$ cat config.mk
export PLATFORM = sky130hd
export DESIGN_NAME = request_queue
export DESIGN_NICKNAME = d
export VERILOG_FILES = /design/src/rtl/request_queue.sv
export SDC_FILE = /design/constraint.sdc
export NUM_CORES = 1
export LEC_CHECK = 0
export CORE_AREA = 2 2 111 113
export DETAILED_ROUTE_END_ITERATION = 7
export DIE_AREA = 0 0 113 115
export GPL_TIMING_DRIVEN = 0
export HOLD_SLACK_MARGIN = 0.03
export PLACE_DENSITY = 0.79
export SYNTH_ARGS = -nofsm -noshare
export SYNTH_HDL_FRONTEND = slang
export SYNTH_SLANG_ARGS = --single-unit
$ cat constraint.sdc
create_clock -name clk -period 2.9 [get_ports clk]
set_input_delay 0.725 -clock clk [delete_from_list [all_inputs] [get_ports clk]]
set_output_delay 0.725 -clock clk [all_outputs]
set_load 0.01 [all_outputs]
$ cat src/rtl/request_queue.sv
// Request FIFO with registered ready/valid status and a hold register that
// keeps the last popped word visible on out_data while the queue is empty.
module request_queue #(
  parameter int                 WIDTH   = 32,
  parameter int                 DEPTH   = 4,
  parameter logic [WIDTH-1:0]   RST_VAL = 32'h1C00_0000
) (
  input  logic                         clk,
  input  logic                         rst,
  input  logic                         flush,
  input  logic                         in_valid,
  output logic                         in_ready,
  input  logic [WIDTH-1:0]             in_data,
  output logic                         out_valid,
  input  logic                         out_ready,
  output logic [WIDTH-1:0]             out_data,
  output logic [$clog2(DEPTH+1)-1:0]   count
);

  localparam int PTR_W = $clog2(DEPTH);
  localparam int CNT_W = $clog2(DEPTH+1);
  localparam logic [CNT_W-1:0] FULL_CNT = CNT_W'(DEPTH);

  logic [WIDTH-1:0] mem_q [DEPTH];
  logic [PTR_W-1:0] wrPtr_q, wrPtr_d;
  logic [PTR_W-1:0] rdPtr_q, rdPtr_d;
  logic [CNT_W-1:0] count_q, count_d;
  logic [WIDTH-1:0] hold_q, hold_d;
  logic             push, pop;

  // Status depends only on registered count, so a pop never frees a slot
  // for a push in the same cycle.
  assign in_ready  = (count_q < FULL_CNT);
  assign out_valid = (count_q != '0);
  assign push      = in_valid && in_ready && !flush;
  assign pop       = out_valid && out_ready && !flush;
  assign count     = count_q;
  assign out_data  = out_valid ? mem_q[rdPtr_q] : hold_q;

  always_comb begin
    wrPtr_d = wrPtr_q;
    rdPtr_d = rdPtr_q;
    count_d = count_q;
    hold_d  = hold_q;
    if (flush) begin
      wrPtr_d = '0;
      rdPtr_d = '0;
      count_d = '0;
    end else begin
      if (push) begin
        wrPtr_d = wrPtr_q + PTR_W'(1);
      end
      if (pop) begin
        rdPtr_d = rdPtr_q + PTR_W'(1);
        hold_d  = mem_q[rdPtr_q];
      end
      case ({push, pop})
        2'b10:   count_d = count_q + CNT_W'(1);
        2'b01:   count_d = count_q - CNT_W'(1);
        default: count_d = count_q;
      endcase
    end
  end

  always_ff @(posedge clk) begin
    if (rst) begin
      wrPtr_q <= '0;
      rdPtr_q <= '0;
      count_q <= '0;
      hold_q  <= RST_VAL;
    end else begin
      wrPtr_q <= wrPtr_d;
      rdPtr_q <= rdPtr_d;
      count_q <= count_d;
      hold_q  <= hold_d;
    end
  end

  // Storage is left unreset; entries are only visible once counted.
  always_ff @(posedge clk) begin
    if (!rst && push) begin
      mem_q[wrPtr_q] <= in_data;
    end
  end

endmodule

=== Word-level counts from Yosys, hierarchy flattened ===
Memories as Yosys holds them, arrays and structs flattened. A register that Yosys moved wholly into a read port is not among the register bits.
Index checks and enable logic that the tools add are counted.

* Bits in registers: 39
* Memories: 1
* Latch bits: 0
* Word-level logic and storage cells: 30
* Bits in writable memories: 128
* Memory bits (read-only): 0
* Input port bits: 37

* Muxes and demuxes: 6
* Divide/modulo/power cells: 0
* Bitwise operators: 1
* Multipliers: 0
* $add $sub $neg: 4
* Order comparisons: 1
* Reductions and logical operators: 11
* Shifts and indexed selects: 0
* Eq/ne operators: 2

{| class="wikitable"
|+ Memories
! memory !! words !! bits a word !! read ports !! clocked after memory_dff !! wr ports !! line !! RTL
|-
| mem_q || 4 || 32 || 1 || 1 || 1 || 24 || <nowiki>logic [WIDTH-1:0] mem_q [DEPTH];</nowiki>
|}

{| class="wikitable"
|+ Operators by type and width
! kind !! number
|-
| $mux 32 || 1
|-
| $pmux 3 s2 || 1
|-
| $logic_and 1x1->1 || 5
|-
| $add 2x1->2 const B || 2
|-
| $mux 2 || 2
|-
| $add 3x1->3 const B || 1
|-
| $lt 3x3->1 const B || 1
|-
| $reduce_bool 3->1 || 1
|-
| $sub 3x1->3 const B || 1
|-
| $eq 2x1->1 const B || 1
|-
| $eq 2x2->1 const B || 1
|-
| $logic_not 1->1 || 2
|-
| $mux 1 || 2
|-
| $reduce_and 2->1 || 1
|-
| $reduce_bool 2->1 || 1
|-
| $reduce_or 2->1 || 1
|-
| $not 1->1 || 1
|}

=== Depth between registers and ports, before layout ===
Gate-level depths: netlist of run 1.

* Depth in word-level cells: 6
* Mapped depth: 10

=== Worst setup path after synthesis of run 1 ===
OpenSTA, ideal clock, no wires.

* Path kind: input to register
* From: input port flush
* To: memory mem_q[1][0], enable pin
* Data required time: 2.508 ns
* Arrival: 2.283 ns
* Library setup time: 0.392 ns
* Cell stages on the path: 4
* Setup slack: 0.225 ns
* Path through: or2_2 -> buf_2 -> nor3b_1 -> and2_1

* Longest elaborated chain between the ends: 5

{| class="wikitable"
|+ Ends and longest elaborated chain
! what !! line !! RTL
|-
| start: declaration || 10 || <nowiki>input logic flush,</nowiki>
|-
| $logic_not 1->1 || 35 || <nowiki>assign push = in_valid && in_ready && !flush;</nowiki>
|-
| $logic_and 1x1->1 || 35 ||
|-
| $logic_and 1x1->1 || 81 || <nowiki>if (!rst && push) begin</nowiki>
|-
| $mux 1 || 81 ||
|-
| $mux 1 (implied by the code) || 82 || <nowiki>mem_q[wrPtr_q] <= in_data;</nowiki>
|-
| end: declaration || 24 ||
|}

Every way passes these cells.

==> results of run 1 <==
where the power goes:
group	switching [mW]	total, mW	internal (mW)
logic	0.115	0.258	0.143
clock network	0.924	2.28	1.36
registers	0.0104	2.64	2.62
total	1.05	5.18	4.13
through the flow:
step	std cells	setup WS (ns)	power, mW	setup TNS, ns
global placement	555	-0.940	2.92	-119.77
detailed placement	555	-0.403	2.93	-50.07
CTS	603	-0.0465	5.19	-0.211
floorplan	335	0.225	2.79	0
finish	611	-0.00864	5.18	-0.0199
global route	611	-0.117	5.33	-11.06
timing repair:
item,in CTS,in global routing
pin swaps,1,0
cloned,1,1
setup endpoints to repair,33,148
resized for setup,141,14
buffers inserted,16,7
worst paths after layout:
check,end,cells after the start
hold / removal,hold_q[16],1
hold reg to reg,hold_q[16],1
setup reg to reg,count[2],10
setup / recovery,out_data[18],7
kinds of logic (layout without fill, tap and decap cells):
kind of cell	after synthesis	count (layout)	share of synthesized area
simple gates	22	22	0.0183
xor+xnor	5	5	0.00673
compound gates	39	39	0.0500
mux	65	65	0.169
flops	169	169	0.717
fa+ha+maj	6	6	0.0127
buf+inv	29	158	0.0263
layer usage:
metal | GRT usage | vias to the layer above | part of all wire | wire length (microns)
met5 | 0 | - | 0 | 0
met4 | 0.0976 | 0 | 0.019 | 245
met3 | 0.0617 | 19 | 0.059 | 775
met2 | 0.354 | 127 | 0.53 | 7000
met1 | 0.254 | 1751 | 0.39 | 5090
li1 | - | 1580 | - | -
cells in the mapped netlist:
library cell,count
clkbuf_1,3
xnor2_1,2
buf_6,2
mux2i_1,1
nor3_2,1
dfxtp_1,41
nor3b_1,2
mux4_1,3
a22o_1,29
o31a_1,1
o311ai_0,1
buf_2,12
and2_1,4
nor2_1,9
o31ai_1,1
a211o_1,3
o21ai_0,1
ha_1,5
inv_1,10
or3_1,1
edfxtp_1,128
xor2_1,3
mux2_2,32
nand2_1,1
or2_2,1
mux4_2,29
fa_1,1
a21oi_1,3
and3_1,3
buf_12,2
registers in the layout (all words and copies together), names as in the netlist, named ones only:
name     cells
rdPtr_q      2
hold_q      32
mem_q      128
count        3
wrPtr_q      2
worst reg2reg max path, delay by kind of cell (launching register included):
| kind | cells | cell delay, ns |
|---|---|---|
| buffers and inverters | 3 | 0.36 |
| flip-flops | 1 | 0.32 |
| AND/OR/NAND/NOR | 2 | 0.46 |
| XOR/XNOR | 1 | 0.15 |
| AO/OA/AOI/OAI | 2 | 0.43 |
| adder cells (fa/ha/maj) | 2 | 0.54 |
area by class of cell:
cell class                 count  share of cell area
sequential                   169               0.563
multi-input combinational    137               0.206
timing repair buffer          98               0.112
clock buffer                  18              0.0518
tap                          147              0.0222
clock inverter                14              0.0207
buffer                        18              0.0196
inverter                      10             0.00453
==> impl_metrics.csv, run 1 <==
group,metric,value,unit
final_layout,regArea,4670,sq um
clocking,clockRootBuffer,"clkbuf_16",
final_layout,area_growth,27.3,%
placement,portBuffers,73,
detailed_routing,via_count,3477,
synthesis,synth_seq_area_share,0.717,
worst_setup_path,crit_slowest_cell,"mux4_2",
final_layout,drive_above_1_share,0.369,
worst_setup_path,critPathCaptureType,"primary output",
worst_setup_path,reg2reg_from,"count[2]",
detailed_routing,wire_per_inst,21.4,microns
final_layout,diodes,0,
timing,slew_violations,0,
final_layout,fin_area,8290,sq um
final_layout,final_util,0.701,
worst_setup_path,critPathMaxFanout,5,
worst_setup_path,crit_arrival,2.18,ns
detailed_routing,drc,3,
placement,placement.cell_area,7430,sq um
detailed_routing,firstDrtPassIters,6,
timing,rsz0062_at_grt,"true",
floorplanning,initial_core_util,0.551,
worst_hold_path,hp-class,"reg -> reg",
worst_setup_path,start_kind,"flip-flop",
run_status,violations,"design-rule violations, negative setup slack",
synthesis,synth_top_area_cell,"edfxtp_1",
power,peakVddDrop,774,uV
timing,fin_crit,2.91,ns
worst_setup_path,max_stage_delay,0.51,ns
global_routing,grt_start_max_net_pins,33,
synthesis,syn-cell-area,6510,sq um
flow_run,drv_cap,0,
timing,fin_worst_skew,0.0108,ns
detailed_routing,drt-total-wl,13100,microns
worst_hold_path,min_from,"hold_q[16]",
run_status,outcome,"finished with violations",
synthesis,ys_top_cells_by_area,"edfxtp_1, dfxtp_1, mux4_2, mux2_2, a22o_1",
clocking,numCtsBuffers,17,
global_routing,antenna_found_initial,0,
floorplanning,rows,40,
timing,max_slew_margin,0.375,
worst_setup_path,cp_top_family,"multiplexers",
floorplanning,die-height,115,microns
synthesis,synth_warnings,0,
worst_setup_path,rrSetupSlack,0.57,ns
synthesis,synth_fp_nets,378,
clocking,cts_max_level,4,
worst_setup_path,crit_buf_inv,5,
timing,fmax,344,MHz
global_routing,grt_overflow,0,
clocking,clock_sinks,169,
global_routing,first_global_vias,3636,
worst_setup_path,worstSetupPathType,"reg -> out",
clocking,clock_latency,0.42,ns
placement,hpwl,7240,microns
synthesis,synth_seq_cells,169,
timing,tightest_slew,0.937,ns
timing,holdWs,0.474,ns
detailed_routing,via_per_inst,5.69,
timing,finalHoldViolCount,0,
floorplanning,core,11800,sq um
synthesis,yosysUniqueCellTypes,30,
placement,finalWeightedCongestion,0.706,
final_layout,n_fill_cell,731,
floorplanning,die_x,113,microns
power,cellPowerDensity,625,nW/um^2
clocking,cts_hold_buf,0,
final_layout,mostFrequentLayoutCell,"edfxtp_1",
worst_setup_path,required,2.17,ns
synthesis,synth_top_area_frac,0.591,
final_layout,layout_common_cells,"edfxtp_1, clkdlybuf4s50_1, dfxtp_1, mux4_2, a22o_1",
clocking,cts_tree,"done",
global_routing,grt_use_total,0.210,
floorplanning,io_pins,74,
final_layout,multi_input_area,1710,sq um
floorplanning,dieArea,13000,sq um
detailed_routing,drtAntennaViolNets,0,
clocking,clk_pin_slew_worst_paths,0.07,ns
detailed_routing,first_iter_violations,191,
worst_setup_path,worstPathCellList,"buf_6 > buf_12 > buf_8 > buf_12 > mux4_2 > mux2_4 > buf_6",
final_layout,finalNetCount,494,
synthesis,syn_inst,335,
clocking,clockBufferDepth,2,
synthesis,synth.avg_cell_area,19.4,sq um
timing,setup_viol,3,
timing,period_share,1.00,
global_routing,grt_pass1_wl,19700,microns
power,power.leakage,2.97,nW
timing,worst_slack,-0.00864,ns
(Power assumes the default switching activity.)
==> inputs of run 2 (changes only) <==
--- a/config.mk
+++ b/config.mk
@@ -14,3 +14,4 @@
 export SYNTH_ARGS = -nofsm -noshare
 export SYNTH_HDL_FRONTEND = slang
 export SYNTH_SLANG_ARGS = --single-unit
+export TNS_END_PERCENT = 30
==> impl_metrics.csv, run 2 (synthesis results as in run 1) <==
group,metric,value,unit
run_status,outcome,"finished with violations",
run_status,violations,"design-rule violations, negative setup slack",
clocking,clk_pin_slew_worst_paths,0.07,ns
timing,rsz0062_at_grt,"true",
final_layout,diodes,0,
worst_setup_path,crit_arrival,2.21,ns
worst_hold_path,whs_path_depth,1,
worst_setup_path,required,2.17,ns
final_layout,finalNetCount,484,
worst_setup_path,critPathMaxFanout,10,
worst_setup_path,r2r_end,"count[2]",
worst_setup_path,worstSetupPathType,"reg -> out",
global_routing,grt_pass1_wl,19500,microns
worst_setup_path,reg2reg_from,"count[2]",
worst_hold_path,hp-class,"reg -> reg",
clocking,clockBufferDepth,2,
clocking,numCtsBuffers,17,
power,peakVddDrop,772,uV
timing,max_slew_margin,0.403,
detailed_routing,via_per_inst,5.75,
global_routing,antenna_found_initial,0,
global_routing,grt_start_max_net_pins,33,
global_routing,first_global_vias,3616,
clocking,clock_latency,0.43,ns
floorplanning,die_x,113,microns
detailed_routing,drtAntennaViolNets,0,
worst_hold_path,hold_end,"hold_q[10]",
detailed_routing,first_iter_violations,242,
global_routing,grt_overflow,0,
timing,fmax,341,MHz
detailed_routing,firstDrtPassIters,7,
floorplanning,initial_core_util,0.551,
power,cellPowerDensity,633,nW/um^2
power,power.leakage,2.92,nW
timing,finalHoldViolCount,0,
floorplanning,core,11800,sq um
timing,worst_slack,-0.0348,ns
final_layout,largest_reg_flops,128,
floorplanning,io_pins,74,
final_layout,n_fill_cell,738,
worst_setup_path,reg2reg_depth,10,
flow_run,drv_cap,0,
worst_setup_path,rrSetupSlack,0.56,ns
final_layout,fin_area,8160,sq um
clocking,cts_tree,"done",
timing,fin_crit,2.93,ns
final_layout,mostFrequentLayoutCell,"edfxtp_1",
floorplanning,die-height,115,microns
power,power,5.17,mW
floorplanning,rows,40,
timing,holdWs,0.475,ns
final_layout,layout_common_cells,"edfxtp_1, clkdlybuf4s50_1, dfxtp_1, mux4_2, a22o_1",
final_layout,drive_above_1_share,0.352,
timing,tightest_slew,0.896,ns
final_layout,final_util,0.691,
floorplanning,dieArea,13000,sq um
worst_setup_path,start_kind,"flip-flop",
placement,placement.cell_area,7430,sq um
timing,period_share,1.01,
placement,portBuffers,73,
detailed_routing,wire_per_inst,21.4,microns
worst_hold_path,min_from,"hold_q[10]",
timing,slew_violations,0,
placement,dp_slack,-0.403,ns
timing,fin_worst_skew,0.0126,ns
final_layout,max_flop_register,"mem_q",
timing,setup_viol,1,
placement,finalWeightedCongestion,0.706,
detailed_routing,drc,3,
placement,hpwl,7240,microns
clocking,cts_max_level,4,
clocking,clock_sinks,169,
clocking,cts_hold_buf,0,
global_routing,grt_use_total,0.209,
detailed_routing,drt-total-wl,12900,microns
detailed_routing,via_count,3453,
final_layout,area_growth,25.4,%
clocking,clockRootBuffer,"clkbuf_16",
worst_setup_path,critPathCaptureType,"primary output",
run 2: cell count changes in the layout (fill, tap and decap cells not counted), moves of 2 or more:
cell    change
and2_2      -2
and2_4      +2
buf_4       -7
buf_6       -6
mux2_2      +3
mux2_4      -3
run 2: how the worst max path moves through the flow:
stage          slack [ns]  depth (start not counted)            to  startpoint
6_report            -0.03                          5  out_data[28]    count[0]
3_5_place_dp        -0.40                          5  mem_q[0][15]         rst
4_1_cts             -0.12                          5  out_data[28]    count[0]
5_1_grt             -0.13                          5   mem_q[0][9]         rst
2_1_floorplan        0.22                          4   mem_q[1][0]       flush
3_3_place_gp        -0.94                          5  mem_q[0][15]         rst
run 2: power by group:
group	switching (mW)	internal, mW	leakage (nW)
clock network	0.927	1.36	0.288
logic	0.115	0.137	1.14
registers	0.00921	2.62	1.49
run 2: through the flow:
stage | cells | setup TNS [ns]
2_1_floorplan | 335 | 0
3_3_place_gp | 555 | -119.77
3_5_place_dp | 555 | -50.07
4_1_cts | 597 | -0.787
5_1_grt | 601 | -7.50
6_report | 601 | -0.0348
run 2: layout make-up:
class,count,area (sq um),area share
tap,147,184,0.0225
buffer,18,163,0.0199
clock buffer,18,429,0.0526
sequential,169,4670,0.572
timing repair buffer,88,811,0.0993
clock inverter,14,171,0.0210
multi-input combinational,137,1700,0.208
inverter,10,37.5,0.00460
run 2: timing repair:
action | CTS | global route
pin swaps | 1 | 0
gates resized for setup | 134 | 15
gates cloned | 1 | 0
setup buffers | 9 | 5
setup endpoints to repair | 33 | 146
run 2: per-layer routing:
metal,routed length [microns],GRT usage
met5,0,0
met4,178,0.0902
met3,781,0.0643
met2,6920,0.367
met1,4970,0.238
run 2: worst max-delay path: stages (launching register included):
cell             delay [ns]
dfxtp_1                0.31
clkbuf_2               0.16
nor3_4                 0.22
buf_4                  0.23
mux2_2                 0.35
clkdlybuf4s50_1        0.49
==> inputs of run 3 (changes only) <==
--- a/config.mk
+++ b/config.mk
@@ -5,12 +5,12 @@
 export SDC_FILE = /design/constraint.sdc
 export NUM_CORES = 1
 export LEC_CHECK = 0
-export CORE_AREA = 2 2 111 113
+export CORE_AREA = 2 2 118 120
 export DETAILED_ROUTE_END_ITERATION = 7
-export DIE_AREA = 0 0 113 115
+export DIE_AREA = 0 0 120 122
 export GPL_TIMING_DRIVEN = 0
 export HOLD_SLACK_MARGIN = 0.03
-export PLACE_DENSITY = 0.79
+export PLACE_DENSITY = 0.71
 export SYNTH_ARGS = -nofsm -noshare
 export SYNTH_HDL_FRONTEND = slang
 export SYNTH_SLANG_ARGS = --single-unit
==> impl_metrics.csv, run 3 (synthesis results as in run 1) <==
group,metric,value,unit
worst_hold_path,hp-class,"reg -> reg",
worst_setup_path,worstPathCellList,"buf_8 > clkbuf_16 > clkbuf_16 > mux4_2 > mux2_4 > buf_6",
power,power.leakage,2.94,nW
global_routing,grt_use_total,0.183,
timing,period_share,0.988,
floorplanning,rows,43,
worst_hold_path,whs_path_depth,1,
placement,finalWeightedCongestion,0.745,
worst_setup_path,reg2reg_depth,10,
worst_setup_path,crit_arrival,2.14,ns
global_routing,grt_start_max_net_pins,33,
clocking,clockRootBuffer,"clkbuf_16",
clocking,clock_sinks,169,
flow_run,drv_cap,0,
power,peakVddDrop,480,uV
placement,portBuffers,73,
timing,setup_viol,0,
final_layout,mostFrequentLayoutCell,"edfxtp_1",
global_routing,antenna_found_initial,0,
final_layout,regArea,4670,sq um
detailed_routing,firstDrtPassIters,4,
detailed_routing,via_count,3388,
timing,fin_worst_skew,0.00635,ns
worst_setup_path,crit_slowest_cell,"mux4_2",
timing,rsz0062_at_grt,"true",
detailed_routing,first_iter_violations,331,
floorplanning,io_pins,74,
worst_setup_path,worstSetupPathType,"reg -> out",
global_routing,first_global_vias,3634,
detailed_routing,drtAntennaViolNets,0,
clocking,numCtsBuffers,17,
floorplanning,core,13500,sq um
clocking,clk_pin_slew_worst_paths,0.06,ns
clocking,clockBufferDepth,2,
timing,slew_violations,0,
final_layout,max_flop_register,"mem_q",
clocking,cts_tree,"done",
worst_setup_path,critPathCaptureType,"primary output",
timing,finalHoldViolCount,0,
detailed_routing,drt-total-wl,12500,microns
final_layout,diodes,0,
worst_setup_path,max_stage_delay,0.50,ns
placement,placement.cell_area,7550,sq um
detailed_routing,wire_per_inst,19.8,microns
worst_setup_path,cpMostUsedCell,"clkbuf_16",
timing,tightest_slew,0.561,ns
worst_setup_path,required,2.17,ns
final_layout,area_growth,27.5,%
floorplanning,die_x,120,microns
final_layout,multi_input_area,1680,sq um
worst_setup_path,critPathMaxFanout,5,
final_layout,final_cells,634,
global_routing,grt_pass1_wl,19400,microns
floorplanning,initial_core_util,0.482,
timing,tns,0,ns
floorplanning,dieArea,14600,sq um
run_status,outcome,"completed",
worst_setup_path,start_kind,"flip-flop",
final_layout,largest_reg_flops,128,
power,cellPowerDensity,625,nW/um^2
final_layout,n_fill_cell,1002,
floorplanning,die-height,122,microns
detailed_routing,via_per_inst,5.34,
placement,hpwl,7490,microns
timing,fmax,349,MHz
clocking,clock_latency,0.42,ns
final_layout,fin_area,8300,sq um
timing,fin_crit,2.87,ns
final_layout,finalNetCount,484,
final_layout,layout_common_cells,"edfxtp_1, clkdlybuf4s50_1, dfxtp_1, mux4_2",
placement,dpl.cell_count,592,
clocking,cts_max_level,4,
timing,max_slew_margin,0.626,
timing,holdWs,0.468,ns
detailed_routing,drc,0,
global_routing,grt_overflow,0,
final_layout,drive_above_1_share,0.328,
[run 3: cell types whose count changed in the layout (fill, tap and decap cells not counted), sizes merged]
cell           previous run  this run
dlygate4sd2               2        14
buf                      54        43
clkinv                    7         4
clkinvlp                  2         4
clkbuf                   22        23
clkdlybuf4s15             3         4
clkdlybuf4s50            42        41
dlymetal6s2s              1         0
[run 3: stage by stage]
step	util	total power [mW]	worst slack [ns]
after CTS	0.610	5.23	-0.0823
after global placement	0.553	2.92	-1.02
final	0.615	5.19	0.0335
after global routing	0.615	5.35	-0.0310
after detailed placement	0.559	2.93	-0.151
after floorplan	-	2.79	0.225
[run 3: power breakdown]
group / internal [mW] / leakage (nW) / switching, mW
logic: 0.139 / 1.16 / 0.112
registers: 2.62 / 1.49 / 0.00964
clock network: 1.39 / 0.289 / 0.917
total: 4.15 / 2.94 / 1.04
[run 3: path summary, 6_finish.rpt]
kind,startpoint,endpoint,slack [ns]
max,flip-flop,out_data[21],0.03
min,hold_q[5],hold_q[5],0.47
max reg2reg,count[2],count[2],0.60
min reg2reg,hold_q[5],hold_q[5],0.47
[run 3: timing repair]
| action | in CTS | in global routing |
|---|---|---|
| buffers inserted | 8 | 0 |
| cloned | 1 | 2 |
| hold buffers | 0 | 0 |
| setup endpoints to repair | 33 | 19 |
| pin swaps | 1 | 1 |
| resized for setup | 93 | 16 |
[run 3: per-layer routing]
layer,wire [microns],GRT usage,part of all wire,up-vias
met1,5330,0.234,0.42,1722
met3,738,0.0431,0.059,14
li1,-,-,-,1564
met5,0,0,0,-
met2,6310,0.298,0.50,88
met4,171,0.0882,0.014,0
[run 3: area by class of cell]
cell class | count | share of cell area
plain buffers | 18 | 0.0213
clock buffers | 19 | 0.0534
clock inverters | 13 | 0.0205
inverters | 10 | 0.00452
multi-input cells | 137 | 0.203
flip-flops and latches | 169 | 0.562
well taps | 180 | 0.0271
repair buffers | 88 | 0.108
[run 3: worst max-delay path: cells and delay by family, from the launching register on]
family / cells / cell delay [ns]
flops: 1 / 0.33
buf+inv: 4 / 0.59
mux: 2 / 0.80
